File: src/rtl/pseudo_spi_in_intf.sv
// Pseudo-SPI readback: SEL load strobe, two-phase bit clocks, word packing into SRAM.
// Define PSEUDO_SPI_IN_MSB_FIRST_EN to pack the first received bit into bit W-1.
module pseudo_spi_in_intf #(
    parameter int MEMORY_DATA_WIDTH = 8,
    parameter int MEMORY_ADDR_WIDTH = 9,
    parameter int RESERVED_DATA_LEN = 8
) (
    input  logic                         CLK,
    input  logic                         RST,
    input  logic                         BGN,
    input  logic [MEMORY_ADDR_WIDTH-1:0] ADDR_BGN,
    input  logic [RESERVED_DATA_LEN-1:0] DATA_LEN,
    input  logic                         SPI_SI,
    output logic                         SCLK1,
    output logic                         SCLK2,
    output logic                         SEL,
    output logic [MEMORY_DATA_WIDTH-1:0] PO,
    output logic [MEMORY_ADDR_WIDTH-1:0] A,
    output logic                         CEN,
    output logic                         D_WE,
    output logic                         spi_is_done
);

    localparam int W  = MEMORY_DATA_WIDTH;
    localparam int AW = MEMORY_ADDR_WIDTH;
    localparam int LW = RESERVED_DATA_LEN;
    localparam int BW = $clog2(W) + 1;

    localparam logic [BW-1:0] LAST_BIT = BW'(W - 1);
    localparam logic [2:0]    PH_START = 3'd4;
    localparam logic [2:0]    PH_SCLK1 = 3'd3;
    localparam logic [2:0]    PH_SCLK2 = 3'd1;

    typedef enum logic [2:0] {
        S_IDLE,
        S_LOAD,
        S_SHIFT,
        S_WRITE,
        S_NEXT,
        S_DONE
    } state_t;

    state_t        state_q,      state_d;
    logic [AW-1:0] addr_q,       addr_d;
    logic [LW-1:0] words_left_q, words_left_d;
    logic [W-1:0]  sr_q,         sr_d;
    logic [BW-1:0] bit_cnt_q,    bit_cnt_d;
    logic [2:0]    phase_q,      phase_d;
    logic          load_cnt_q,   load_cnt_d;

    logic [W-1:0]  sr_shifted;

`ifdef PSEUDO_SPI_IN_MSB_FIRST_EN
    assign sr_shifted = {sr_q[W-2:0], SPI_SI};
`else
    assign sr_shifted = {SPI_SI, sr_q[W-1:1]};
`endif

    always_ff @(posedge CLK) begin
        if (RST) begin
            state_q      <= S_IDLE;
            addr_q       <= '0;
            words_left_q <= '0;
            sr_q         <= '0;
            bit_cnt_q    <= '0;
            phase_q      <= '0;
            load_cnt_q   <= 1'b0;
        end else begin
            state_q      <= state_d;
            addr_q       <= addr_d;
            words_left_q <= words_left_d;
            sr_q         <= sr_d;
            bit_cnt_q    <= bit_cnt_d;
            phase_q      <= phase_d;
            load_cnt_q   <= load_cnt_d;
        end
    end

    always_comb begin
        state_d      = state_q;
        addr_d       = addr_q;
        words_left_d = words_left_q;
        sr_d         = sr_q;
        bit_cnt_d    = bit_cnt_q;
        phase_d      = phase_q;
        load_cnt_d   = load_cnt_q;

        unique case (state_q)
            S_IDLE: begin
                if (BGN) begin
                    state_d      = S_LOAD;
                    addr_d       = ADDR_BGN;
                    words_left_d = DATA_LEN;
                    sr_d         = '0;
                    bit_cnt_d    = '0;
                    load_cnt_d   = 1'b0;
                end
            end
            S_LOAD: begin
                if (load_cnt_q) begin
                    state_d = S_SHIFT;
                    phase_d = PH_START;
                end else begin
                    load_cnt_d = 1'b1;
                end
            end
            S_SHIFT: begin
                // Bit is captured on the edge that closes phase 0.
                if (phase_q == 3'd0) begin
                    sr_d    = sr_shifted;
                    phase_d = PH_START;
                    if (bit_cnt_q == LAST_BIT) begin
                        bit_cnt_d = '0;
                        state_d   = S_WRITE;
                    end else begin
                        bit_cnt_d = bit_cnt_q + 1'b1;
                    end
                end else begin
                    phase_d = phase_q - 1'b1;
                end
            end
            S_WRITE: begin
                state_d = S_NEXT;
            end
            S_NEXT: begin
                if (words_left_q == '0) begin
                    state_d = S_DONE;
                end else begin
                    addr_d       = addr_q - 1'b1;
                    words_left_d = words_left_q - 1'b1;
                    phase_d      = PH_START;
                    state_d      = S_SHIFT;
                end
            end
            S_DONE: begin
                state_d = S_DONE;
            end
            default: begin
                state_d = S_IDLE;
            end
        endcase

        // Dropping BGN aborts from anywhere; a write about to start is never entered.
        if (!BGN) begin
            state_d = S_IDLE;
        end
    end

    always_comb begin
        SCLK1       = 1'b0;
        SCLK2       = 1'b0;
        SEL         = 1'b0;
        PO          = '0;
        A           = '0;
        CEN         = 1'b1;
        D_WE        = 1'b1;
        spi_is_done = 1'b0;

        unique case (state_q)
            S_LOAD: begin
                SEL = 1'b1;
            end
            S_SHIFT: begin
                SCLK1 = (phase_q == PH_SCLK1);
                SCLK2 = (phase_q == PH_SCLK2);
            end
            S_WRITE: begin
                PO   = sr_q;
                A    = addr_q;
                CEN  = 1'b0;
                D_WE = 1'b0;
            end
            S_DONE: begin
                spi_is_done = 1'b1;
            end
            default: begin
                SEL = 1'b0;
            end
        endcase
    end

endmodule

File: config.mk
export PLATFORM = sky130hd
export DESIGN_NAME = pseudo_spi_in_intf
export DESIGN_NICKNAME = d
export VERILOG_FILES = /design/src/rtl/pseudo_spi_in_intf.sv
export SDC_FILE = /design/constraint.sdc
export NUM_CORES = 1
export LEC_CHECK = 0
export ABC_AREA = 1
export BUFFER_PORTS_ARGS = -buffer_cell sky130_fd_sc_hd__buf_2
export CELL_PAD_IN_SITES_DETAIL_PLACEMENT = 1
export CELL_PAD_IN_SITES_GLOBAL_PLACEMENT = 2
export CORE_ASPECT_RATIO = 1.2
export CORE_MARGIN = 3
export CORE_UTILIZATION = 29
export DETAILED_ROUTE_END_ITERATION = 7
export HOLD_SLACK_MARGIN = 0.08
export PLACE_DENSITY = 0.77
export SLEW_MARGIN = 30
export SYNTH_ARGS = -nofsm -noshare
export SYNTH_HDL_FRONTEND = slang
export SYNTH_SLANG_ARGS = --single-unit
File: constraint.sdc
create_clock -name CLK -period 1.9 [get_ports CLK]
set_input_delay 0.285 -clock CLK [delete_from_list [all_inputs] [get_ports CLK]]
set_output_delay 0.285 -clock CLK [all_outputs]
set_load 0.02 [all_outputs]
[Word level (Yosys, flattened, before mapping)]
Index checks and enable logic that the tools add are counted.
Word-level totals
  register bits after elaboration: 36
  output and inout port bits: 23
  logic and storage cells: 69
  bits of input ports: 21
Operators by class
  bitwise gates (word level): 1
  equal/unequal tests: 13
  $add $sub $neg: 4
  reductions and logical operators: 13
  muxes and demuxes: 31
Operators with widths (number)
  two-way mux 8 bit: 5
  one-hot mux 8 bit (2 select lines): 2
  two-way mux 9 bit: 3
  two-way mux 3 bit: 7
  one-hot mux 3 bit (6 select lines): 1
  one-hot mux 9 bit (2 select lines): 1
  two-way mux 4 bit: 3
  AND reduction 3 bit: 4
  != test 2 bit, second input constant: 5
  equality test 3 x 2 -> 1 bit, second input constant: 3
  one-hot mux 3 bit (3 select lines): 1
  subtractor 9 x 1 -> 9 bit, second input constant: 1
  zero test 8 bit: 1
  one-hot mux 4 bit (2 select lines): 1
  subtractor 8 x 1 -> 8 bit, second input constant: 1
  equality test 3 x 1 -> 1 bit, second input constant: 2
  equality test 3 bit, second input constant: 2
  zero test 3 bit: 2
  two-way mux 1 bit: 6
  nonzero test 2 bit: 3
  adder 4 x 1 -> 4 bit, second input constant: 1
  equality test 4 x 3 -> 1 bit, second input constant: 1
  nonzero test 3 bit: 1
  subtractor 3 x 1 -> 3 bit, second input constant: 1
  4 further kinds: 4

[Logic depth before layout (Yosys ltp)]
  word-level depth: 4
  mapped depth: 10
  depth with buffers taken out: 10

[Worst setup path before layout]
No wires, ideal clock.
  path type: reg2out
  from: register state_q[0]
  to: output SCLK2
  buffers on the path: 0
  setup slack: 0.338 ns
  arrival: 1.277 ns
  data required time: 1.615 ns
  cell stages (with the launch flop): 4
  cell sequence: dfxtp_1 > nor2_4 > nand2_2 > nor4_1
On the way
  longest elaborated chain between the ends: 2
RTL lines
  from (decl): RTL line 43  | state_t state_q, state_d;
  from (signal assigned): RTL line 69  | state_q <= state_d;
  equality test 3 x 2 -> 1 bit: RTL line 159  | unique case (state_q)
  two-way mux 1 bit: RTL line 159
  to (decl): RTL line 15  | output logic SCLK2,
Every way passes these cells.

[Worst setup path in the final report]
  from: register state_q[2]
  to: output A[8]
On the way
  longest elaborated chain between the ends: 2
RTL lines
  equality test 3 x 2 -> 1 bit: RTL line 159
  two-way mux 9 bit: RTL line 159
  to (decl): RTL line 18  | output logic [MEMORY_ADDR_WIDTH-1:0] A,
Every way passes these cells.

==> metrics.md <==
| Metric | Value |
|---|---|
| Top post-synthesis cells by count | nand2_1 (74), nor2_1 (58), inv_1 (43), dfxtp_1 (36), a21oi_1 (27) |
| Fin crit period | 1.73 ns |
| WP data arrival | 1.44 ns |
| GPL Wtd Cong | 0.806 |
| # rows | 33 |
| PortBufs | 43 |
| Crit Path Class | reg2out |
| Syn Nets | 359 |
| CP required | approximately 1.6 ns |
| Root Driver | clkbuf_8 |
| Synth warn | 0 |
| # diodes | 0 |
| Static Leak | 0.00118 uW |
| Slew Limit Fails | 0 |
| Top FF cell, synth | dfxtp_1 |
| Die width | 84.4 um |
| Initial Util | 30.5% |
| Vias in the first global route | 2,250 |
| F_max | 579 MHz |
| Kind of start point of the critical path | register |
| Cell total after placement | 459 |
| GR Overflow Total | 0 |
| Share of the synthesized area in the top cell type | 33.7% |
| RSZ-0062 raised after global routing | no |
| Pin count of the biggest net entering global routing | 26 |
| Cell variety after synth | 33 |
| Max VDD drop | 0.000257 V |
| Remaining DRCs | 0 |
| Crit path from | state_q[2]$_SDFFE_PP0P_ |
| Die height | 100 um |
| Sink Count | 36 |
| Final ANT Viol Nets | 0 |
| Register area share after synthesis | 33.7% |
| Worst r2r src | words_left_q[0]$_SDFFE_PP0P_ |
| Vias per cell | 4.72 |
| Finish-stage setup viols | 0 |
| Drt wl/cell | 13.4 um |
| Largest area contributor in the netlist | dfxtp_1 |
| Worst hold path type | in2reg |
| Rel. slew slack | roughly three quarters |
| Cell Pwr Density | 742 nW/um^2 |
| Synth Area per Inst | 6.41 sq um |
| Vias after detailed routing | 2,202 |
| Core region area | about 7000 sq um |
| Antenna violations before repair | 0 |
| Clock Latency Late Sink | slightly below 0.3 ns |
| # nets final | 404 |
| Worst reg2reg endpoint | words_left_q[7]$_SDFFE_PP0P_ |
| Reg2Reg Setup Slack | 0.31 ns |
| Detailed Place HPWL | 4710 um |
| Post-Synthesis Cells | 334 |
| First-pass DRT Iterations | 4 |
| Share of post-route cells with drive strength above 1 | 19.7% |
| Die area | 8450 sq um |
| CTS tree | built |
| GRT Total Usage | 15.4% |
| Number of synthesized flops with an enable pin | 0 |
| Hold Vio Cnt, Final | 0 |
| Outcome | complete, no violations |
| Post-Layout Cell Count | roughly 470 |
| CTS H-tree lvls | 2 |
| Top cells by area, synth | dfxtp_1 (34%), nand2_1 (13%), nor2_1 (10%) |
| Synth Cell Area | 2140 sq um |
| Max-cap viol count | 0 |
| Tot Pwr | about 1900 uW |
| Reg clk slew, reported paths | 0.08 ns |
| CP Max Fanout | 20 |
| Top-count cell post-synth | nand2_1 |
| CTS buffer count | 5 |
| Tcrit/Tclk final | 90.8% |
| Postcts setup bufs | 0 |
| Area Growth Syn to Fin | 18.7% |
| Num ports | 44 |
| Crit. End Element | primary output |
| Slew @ Worst Pin | ~0.35 ns |
| FF-to-FF path depth | 8 |
| Synthesis-stage register bit count | 36 |
| Clock Skew | 0.00285 ns |
| Async SR Flop Fraction | 0% |
| Clock buffer depth | 2 |
| Worst setup path endpoint | A[8] |
| Final wirelength | between 6000 and 7000 um |
| First-pass GRT wire length | 10,500 um |
| DRT iter0 DRCs | 65 |
| Fin Setup TNS | 0 ns |
metal layers:
| metal | share of wire [%] | GRT usage [%] | routed length, um |
|---|---|---|---|
| met1 | 44 | 18.5 | 2760 |
| met2 | 50 | 27.8 | 3150 |
| met3 | 3.8 | 2.55 | 235 |
| met4 | 1.7 | 5.48 | 108 |
| met5 | 0 | 0 | 0 |
worst max-delay path, cell delays in order (launching register included):
cell,delay (ns)
dfxtp_1,0.38
inv_1,0.09
nand2_1,0.06
nor2_1,0.18
inv_4,0.14
nor2_1,0.12
buf_2,0.17
repair_timing:
item                                    CTS  global route
endpoints found under the setup margin    0            19
resized for setup                         0             3
hold endpoints to repair                  0             0
hold buffers                              0             0
how the worst min path moves through the flow:
| stage | slack (ns) | to | cells past startpoint | from |
|---|---|---|---|---|
| after detailed placement | 0.46 | sr_q[0]$_SDFFE_PP0P_ | 2 | sr_q[0]$_SDFFE_PP0P_ |
| after floorplan | 0.43 | sr_q[7]$_SDFFE_PP0P_ | 2 | SPI_SI |
| after CTS | 0.24 | sr_q[7]$_SDFFE_PP0P_ | 3 | SPI_SI |
| after global placement | 0.45 | load_cnt_q$_SDFFE_PP0P_ | 2 | load_cnt_q$_SDFFE_PP0P_ |
| after global routing | 0.24 | sr_q[7]$_SDFFE_PP0P_ | 3 | SPI_SI |
| final | 0.24 | sr_q[7]$_SDFFE_PP0P_ | 3 | SPI_SI |
sequential cells by signal, indices dropped and copies added, names as in the netlist:
| name | count |
|---|---|
| load_cnt_q | 1 |
| phase_q | 3 |
| bit_cnt_q | 4 |
| state_q | 3 |
| addr_q | 9 |
| words_left_q | 8 |
| sr_q | 8 |
cells in the final DEF (no fill, tap or decap), types with 2 or more instances in the layout:
master / count
ha_1: 4
inv_1: 43
or2_2: 3
nand2_1: 74
nand3_2: 3
buf_4: 4
xnor2_1: 2
inv_2: 3
o21ai_1: 2
nand2_2: 2
nor2_4: 2
o21ai_0: 25
a21oi_1: 27
nand3_1: 19
a31oi_1: 2
nor3_1: 2
buf_2: 43
mux2i_1: 3
clkbuf_8: 5
nand4_1: 4
dfxtp_1: 35
nor2_1: 58
cell type report:
type                    count  area, sq um
fillers                   955         4480
clock inverters             2         35.0
repair buffers             47          245
flip-flops and latches     36          722
multi-input cells         242         1180
inverters                  47          179
well taps                  87          109
clock buffers               6         72.6
logic make-up (layout without fill, tap and decap cells):
| kind of cell | Yosys count | after routing | share of synthesized area [%] |
|---|---|---|---|
| AO/OA/AOI/OAI | 61 | 61 | 15.4 |
| AND/OR/NAND/NOR | 171 | 171 | 34.7 |
| adder cells (fa/ha/maj) | 4 | 4 | 2.34 |
| multiplexers | 3 | 3 | 1.40 |
| buffers and inverters | 56 | 102 | 11.3 |
| flip-flops | 36 | 36 | 33.7 |
| XOR/XNOR | 3 | 3 | 1.23 |
power breakdown:
part / switching, uW / total [uW] / internal, uW / leakage [uW]
clock: 294 / 683 / 390 / 0.0000552
combinational: 230 / 358 / 128 / 0.000828
sequential: 47.1 / 845 / 798 / 0.000295
through the flow:
step | area [sq um] | util [%] | worst slack (ns) | hold WS, ns
floorplan | 2140 | - | 0.338 | 0.434
global route | 2540 | 36.2 | 0.0383 | 0.244
CTS | 2540 | 36.1 | 0.0539 | 0.236
finish | 2540 | 36.2 | 0.174 | 0.242
detailed placement | 2430 | 34.6 | 0.298 | 0.465
global placement | 2430 | 34.6 | 0.358 | 0.451
(Power assumes the default switching activity.)
